<file path="config.mk">
export PLATFORM = sky130hd
export DESIGN_NAME = rx_payload_deframer
export DESIGN_NICKNAME = d
export VERILOG_FILES = /design/src/rtl/rx_payload_deframer.sv
export SDC_FILE = /design/constraint.sdc
export NUM_CORES = 1
export LEC_CHECK = 0
export ABC_AREA = 1
export CORE_MARGIN = 5
export CORE_UTILIZATION = 60
export CTS_CLUSTER_DIAMETER = 30
export DETAILED_ROUTE_END_ITERATION = 7
export PLACE_DENSITY = 0.86
export RECOVER_POWER = 100
export SLEW_MARGIN = 5
export SYNTH_ARGS = -nofsm -noshare
export SYNTH_HDL_FRONTEND = slang
export SYNTH_SLANG_ARGS = --single-unit
</file>
<file path="constraint.sdc">
create_clock -name clk -period 2.8 [get_ports clk]
set_input_delay 0.28 -clock clk [delete_from_list [all_inputs] [get_ports clk]]
set_output_delay 0.28 -clock clk [all_outputs]
set_load 0.005 [all_outputs]
</file>
<file path="src/rtl/rx_payload_deframer.sv">
// rtl/rx_payload_deframer.sv - parses LEN/SEQ header, packs LEN payload bytes into 32b words, drops padding.
// Optional SEQ gap detection is enabled by defining RX_DEFRAMER_SEQ_CHECK_EN.
module rx_payload_deframer #(
  parameter int MAX_LEN = 1500,
  parameter int CNT_W   = 16
) (
  input  logic             clk,
  input  logic             reset,
  input  logic             valid_in,
  output logic             ready_in,
  input  logic [7:0]       data_in,
  input  logic             eof_in,
  output logic             valid_out,
  input  logic             ready_out,
  output logic [31:0]      data_out,
  output logic [3:0]       keep_out,
  output logic             last_out,
  output logic             len_err,
  output logic             seq_err,
  output logic [CNT_W-1:0] frames_ok,
  output logic [CNT_W-1:0] frames_bad
);

  typedef enum logic [1:0] {HDR, DATA, DRAIN} state_t;

  localparam logic [15:0]      MAX_LEN_W = 16'(MAX_LEN);
  localparam logic [CNT_W-1:0] CNT_ONE   = CNT_W'(1);

  state_t      state, state_nxt;
  logic [1:0]  hdr_cnt;
  logic [15:0] hdr_len;
  logic [15:0] remaining;
  logic [1:0]  idx;
  logic [31:0] pack;
  logic [31:0] word_nxt;
  logic [3:0]  keep_nxt;
  logic        accept, len_bad;
  logic        emit, flag_len, frame_ok, hdr_good;

  // Backpressure only matters while a word could be produced.
  assign ready_in = (state != DATA) || !(valid_out && !ready_out);
  assign accept   = valid_in && ready_in;
  assign len_bad  = (hdr_len == 16'd0) || (hdr_len > MAX_LEN_W);

  // Merge the incoming byte at slot idx; slots above it are forced to zero.
  always_comb begin
    word_nxt = '0;
    for (int i = 0; i < 4; i++) begin
      if (i < int'(idx)) word_nxt[8*i +: 8] = pack[8*i +: 8];
      else if (i == int'(idx)) word_nxt[8*i +: 8] = data_in;
    end
    case (idx)
      2'd0:    keep_nxt = 4'b0001;
      2'd1:    keep_nxt = 4'b0011;
      2'd2:    keep_nxt = 4'b0111;
      default: keep_nxt = 4'b1111;
    endcase
  end

  always_comb begin
    state_nxt = state;
    emit      = 1'b0;
    flag_len  = 1'b0;
    frame_ok  = 1'b0;
    hdr_good  = 1'b0;
    case (state)
      HDR: begin
        if (accept) begin
          if (eof_in) begin
            flag_len = 1'b1;
          end else if (hdr_cnt == 2'd3) begin
            if (len_bad) begin
              flag_len  = 1'b1;
              state_nxt = DRAIN;
            end else begin
              hdr_good  = 1'b1;
              state_nxt = DATA;
            end
          end
        end
      end
      DATA: begin
        if (accept) begin
          emit = (idx == 2'd3) || (remaining == 16'd1) || eof_in;
          if (remaining == 16'd1) begin
            frame_ok  = 1'b1;
            state_nxt = eof_in ? HDR : DRAIN;
          end else if (eof_in) begin
            flag_len  = 1'b1;
            state_nxt = HDR;
          end
        end
      end
      DRAIN: begin
        if (accept && eof_in) state_nxt = HDR;
      end
      default: state_nxt = HDR;
    endcase
  end

  always_ff @(posedge clk) begin
    if (reset) begin
      state      <= HDR;
      hdr_cnt    <= 2'd0;
      hdr_len    <= 16'd0;
      remaining  <= 16'd0;
      idx        <= 2'd0;
      pack       <= 32'd0;
      valid_out  <= 1'b0;
      data_out   <= 32'd0;
      keep_out   <= 4'd0;
      last_out   <= 1'b0;
      len_err    <= 1'b0;
      frames_ok  <= '0;
      frames_bad <= '0;
    end else begin
      state   <= state_nxt;
      len_err <= flag_len;
      if (flag_len) frames_bad <= frames_bad + CNT_ONE;
      if (frame_ok) frames_ok <= frames_ok + CNT_ONE;
      if (state == HDR && accept) begin
        hdr_cnt <= eof_in ? 2'd0 : hdr_cnt + 2'd1;
        if (hdr_cnt == 2'd0) hdr_len[15:8] <= data_in;
        if (hdr_cnt == 2'd1) hdr_len[7:0]  <= data_in;
      end
      if (hdr_good) begin
        remaining <= hdr_len;
        idx       <= 2'd0;
      end
      if (state == DATA && accept) begin
        remaining <= remaining - 16'd1;
        pack      <= word_nxt;
        idx       <= emit ? 2'd0 : idx + 2'd1;
      end
      if (emit) begin
        valid_out <= 1'b1;
        data_out  <= word_nxt;
        keep_out  <= keep_nxt;
        last_out  <= (remaining == 16'd1) || eof_in;
      end else if (ready_out) begin
        valid_out <= 1'b0;
      end
    end
  end

`ifdef RX_DEFRAMER_SEQ_CHECK_EN
  logic [7:0]  seq_hi;
  logic [15:0] seq_exp;

  // Expected SEQ follows every accepted header, so one gap yields one pulse.
  always_ff @(posedge clk) begin
    if (reset) begin
      seq_hi  <= 8'd0;
      seq_exp <= 16'd0;
      seq_err <= 1'b0;
    end else begin
      seq_err <= 1'b0;
      if (state == HDR && accept && hdr_cnt == 2'd2) seq_hi <= data_in;
      if (hdr_good) begin
        seq_err <= ({seq_hi, data_in} != seq_exp);
        seq_exp <= {seq_hi, data_in} + 16'd1;
      end
    end
  end
`else
  assign seq_err = 1'b0;
`endif

endmodule

</file>
# Word-level counts from Yosys, hierarchy flattened
# Cells that the tools add are included.
# classes
order_cmp	4
n_eq_ne	18
n_reduce_logical	22
add_sub_neg	5
muxes	44
# op_table
operator	count
$mux 8	7
$add 16x1->16 const B	2
$mux 16	2
$mux 2	13
$mux 1	19
$eq 16x1->1 const B	1
$gt 16x11->1 const B	1
$logic_not 16->1	1
$sub 16x1->16 const B	1
$pmux 4 s3	1
$ne 2x2->1 const B	5
$eq 2x2->1 const B	4
$logic_not 2->1	4
$eq 2x1->1 const B	3
$pmux 2 s3	1
$reduce_and 6->1	1
$logic_and 1x1->1	5
$logic_or 1x1->1	5
$add 2x1->2 const B	2
$eq 2x2->1 const A	2
$lt 1x2->1 const A	2
$reduce_and 2->1	2
$reduce_bool 2->1	2
$ne 3x3->1 const B	1
5 further kinds	6
# totals
out_inout_bits	73
wordCells	107
ff_bits	133
inputBits	13

# Longest topological paths before layout
# depth
word_depth	9
depth_mapped	12

# Worst setup path before layout
# No wires, ideal clock.
# synth_path
kind	register to register
from	reg idx[1]
to	reg pack[0]
period_less_slack_ns	1.712
stages_incl_launch_ff	8
path_slack_ns	1.088
arrival_ns	1.583
required_time_ns	2.671
path_cell_list	dfxtp_1 clkinv_1 clkbuf_1 ha_1 clkbuf_1 o21ai_0 o21ai_0 a21oi_1
# synth_via
elab_chain_cells	3
elab_cells_between_ends	4
# synth_rtl
item	line	text
from (decl)	33	logic [1:0] idx;
from (signal assigned)	133	idx <= emit ? 2'd0 : idx + 2'd1;
$logic_not 2->1	50	else if (i == int'(idx)) word_nxt[8*i +: 8] = data_in;
$mux 8	50	
$mux 8 (*)	49	if (i < int'(idx)) word_nxt[8*i +: 8] = pack[8*i +: 8];
to (signal assigned)	132	pack <= word_nxt;
to (decl)	34	logic [31:0] pack;
# Every way passes the cells marked *; elsewhere a longest branch is shown, timed or not.
# A chain may end at the register's enable or synchronous reset.

# Worst setup path after layout
# layout_path
from	reg state[1]
to	reg remaining[0]
# layout_via
elab_chain_cells	6
elab_cells_between_ends	10
# layout_rtl
item	line	text
from (decl)	29	state_t state, state_nxt;
from (signal assigned)	117	state <= state_nxt;
$ne 2x1->1	41	assign ready_in = (state != DATA) || !(valid_out && !ready_out);
$logic_or 1x1->1	41	
$logic_and 1x1->1	42	assign accept = valid_in && ready_in;
$mux 1	68	if (accept) begin
$mux 1	66	case (state)
$reduce_bool 2->1 (no source line)	-	
to (signal assigned)	127	remaining <= hdr_len;
to (signal assigned)	131	remaining <= remaining - 16'd1;
to (decl)	32	logic [15:0] remaining;
# Several ways; a longest one is shown, not always the timed one.

==> reports/metrics.cfg <==
[worst_setup_path]
crit_path_max_incr_delay_ps=700
worstPathArrival_ps=2620
critPathTopFamily=buffers and inverters
crit_buf_inv=2
slowest_stage=clkbuf_1
crit_chain=nor2_1 > nand2_1 > nor2_1 > clkinv_1 > nor2_4 > nand3b_1 > clkbuf_1 > nand2_4 > o21bai_1 > nor2_1
crit_required_ps=3210
r2r_start=state[1]$_SDFFE_PP0P_
path_class=register to register
start_kind=register
cp-startpoint=state[1]$_SDFFE_PP0P_
end_kind=register
cp_common_cell=nor2_1
cp_max_fo=19

[routing]
drt_first_iter_violations=619
drc_errors=0
vias=6171
wl_um=16150
drtPass1Iterations=7
vias_per_cell=5.466
antenna_left=0
wl_per_cell_um=14.30

[yosys]
synth-edff-count=0
async_flop_share_pct=0
ys_top_cells_by_area=dfxtp_1 41%, nand2_1 8.3%, o21ai_0 7.8%
synth_common_cells=142 x nand2_1, 133 x dfxtp_1, 108 x nor2_1, 101 x o21ai_0, 96 x a21oi_1
synth_area_leader_cell=dfxtp_1
yosysWarnings=0
syn_avg_cell_area_sq_um=7.069
synth_cell_types=39
synth_simple_gate_area_share_pct=27.16
synth_cells=911
muxShareOfSynthArea_pct=0
ys_seq_elements=133
synth_fp_nets=936
synth_compound_area_share_pct=17.84
ys_dominant_reg_cell=dfxtp_1
synth_most_common_cell=nand2_1
synth_xor_area_share_pct=2.312
syn_area_sq_um=6440
yosysTopAreaCellShare_pct=41.34
ys_seq_area_share_pct=41.34
synth_top_family_by_area=simple AND/OR/NAND/NOR gates
synthAdderAreaFrac_pct=2.331

[global_routing]
gr-usage-met3_pct=6.207
gr-total-overflow=0
grt_use_total_pct=25.72
grt_max_degree=66
grt_use_met1_pct=34.10
grt_pass1_vias=5800
grt_busiest_layer=met2
grt_pass1_wl_um=27300
antenna_found_initial=0
met2_usage_pct=41.70

[cts]
cts_root_buf=clkbuf_8
path_clk_slew_ps=60
insertion_delay_ps=530
tritoncts=done
cts_max_level=4
cts_buffer_depth=2
cts_resized=0
post-cts-setup-buffer-count=0
cts_made_buffers=17
cts_sinks=133
cts_hold_buffers=0

[power]
power_density_nw_per_um2=567.9
peakVddDrop_mv=0.6965
total_power_mw=4.472
p_leak_nw=3.229

[hold_path]
hp-class=input port to register
hold_path.startpoint=reset

[die]
coreArea_sq_um=10420
rows=37
die_height_um=113.6
start_util_pct=61.83
ios=86
dieArea_sq_um=12910
dieWidth_um=113.6

[timing]
setup_viol=0
whs_ps=394.6
fin_ws_ps=590.8
setup-tns-final_ps=0
finalHoldViolCount=0
max-slew-margin-rel_pct=40.11
period_share_pct=78.90
rsz0062_at_grt=no
worst_pin_slew_ps=892.8
fmax_mhz=452.7
slew_violations=0
period_minus_slack_ps=2209
finClkSkew_ps=11.10

[placement]
gp_congestion=0.9066
numPortBuffers=84
hpwl_um=10450
pre_cts_ws_ps=724.4

[finish]
areaGrowthSynthToFinish_pct=22.28
multi_input_area_sq_um=3152
regArea_sq_um=2663
nets=1005
antenna_cells=0
drive_gt1_share_pct=6.244
fillers=788

[status]
status=completed

[job]
maxCapViolations=0

-- registers in the layout, indices dropped and copies added (netlist names) --
name and count:
data_out 32, frames_bad 16, frames_ok 16, hdr_cnt 2, hdr_len 16, idx 2
keep_out 4, last_out 1, len_err 1, pack 24, remaining 16, state 2
valid_out 1
-- report_power, final --
part	internal (mW)	total (mW)	switching, mW	leakage, nW
Sequential	1.91	1.93	0.0147	1.07
Combinational	0.0654	0.200	0.134	1.86
Clock	1.48	2.35	0.866	0.298
Total	3.46	4.47	1.01	3.23
-- cell usage in the layout, fill, tap and decap left out, types with 3 or more instances in the layout --
master           instances
o21ai_0                103
clkinv_4                 3
nor2_4                   3
nor2_1                 111
nor3_1                  11
clkinv_1                 5
xor2_1                   9
clkbuf_1                 3
xnor2_1                  8
nand2_2                  5
nand3b_1                 5
clkinvlp_4               3
ha_1                    12
o21a_1                   3
inv_6                    3
buf_4                    4
nand2_1                148
inv_2                    3
bufinv_16                4
nand3_1                 85
dfxtp_1                133
a21oi_2                  6
dlygate4sd3_1           72
a21oi_1                 99
inv_1                   92
nand4_1                 10
clkdlybuf4s50_1         11
clkbuf_16               16
-- metal layers --
layer / part of all wire, % / wire length (um)
met5: 0 / 0
met1: 46 / 7431
met2: 47 / 7562
met4: 1.1 / 172
met3: 6.1 / 980
-- worst reg2reg max path: stages, from the launching register on --
cell and delay [ps]:
dfxtp_1 450, nor2_1 90, nand2_1 120, nor2_1 80, clkinv_1 90, nor2_4 40, nand3b_1 120, clkbuf_1 700
nand2_4 170, o21bai_1 180, nor2_1 60
-- logic make-up (layout without fill, tap and decap cells) --
kind of cell / after synthesis / count (layout)
compound gates: 218 / 218
xor+xnor: 17 / 17
fa+ha+maj: 12 / 12
buf+inv: 143 / 225
flops: 133 / 133
other cells: 1 / 1
simple gates: 387 / 387
-- per-stage QoR --
| step | cells | utilization, % | instance area [sq um] |
|---|---|---|---|
| 5_1_grt | 1129 | 75.60 | 7875 |
| 2_1_floorplan | 911 | - | 6440 |
| 4_1_cts | 1129 | 76.20 | 7938 |
| 6_report | 1129 | 75.60 | 7875 |
| 3_5_place_dp | 1097 | 70.17 | 7310 |
| 3_3_place_gp | 1097 | 70.17 | 7310 |
-- layout make-up --
cell class / count / area share, %
multi-input combinational: 635 / 40.02
sequential: 133 / 33.81
timing repair buffer: 92 / 11.20
clock buffer: 18 / 5.434
inverter: 101 / 4.830
clock inverter: 14 / 2.542
tap: 136 / 2.161
-- worst paths after layout --
| check | to | slack [ps] | depth (start not counted) |
|---|---|---|---|
| worst max-delay path | remaining[0]$_SDFFE_PP0P_ | 590 | 10 |
| worst min-delay path | keep_out[0]$_SDFFE_PP0P_ | 390 | 3 |
| worst max register to register | remaining[0]$_SDFFE_PP0P_ | 590 | 10 |
| worst min register to register | pack[8]$_SDFFE_PP0P_ | 450 | 2 |
Note: power is estimated with default switching activity, not from simulation.
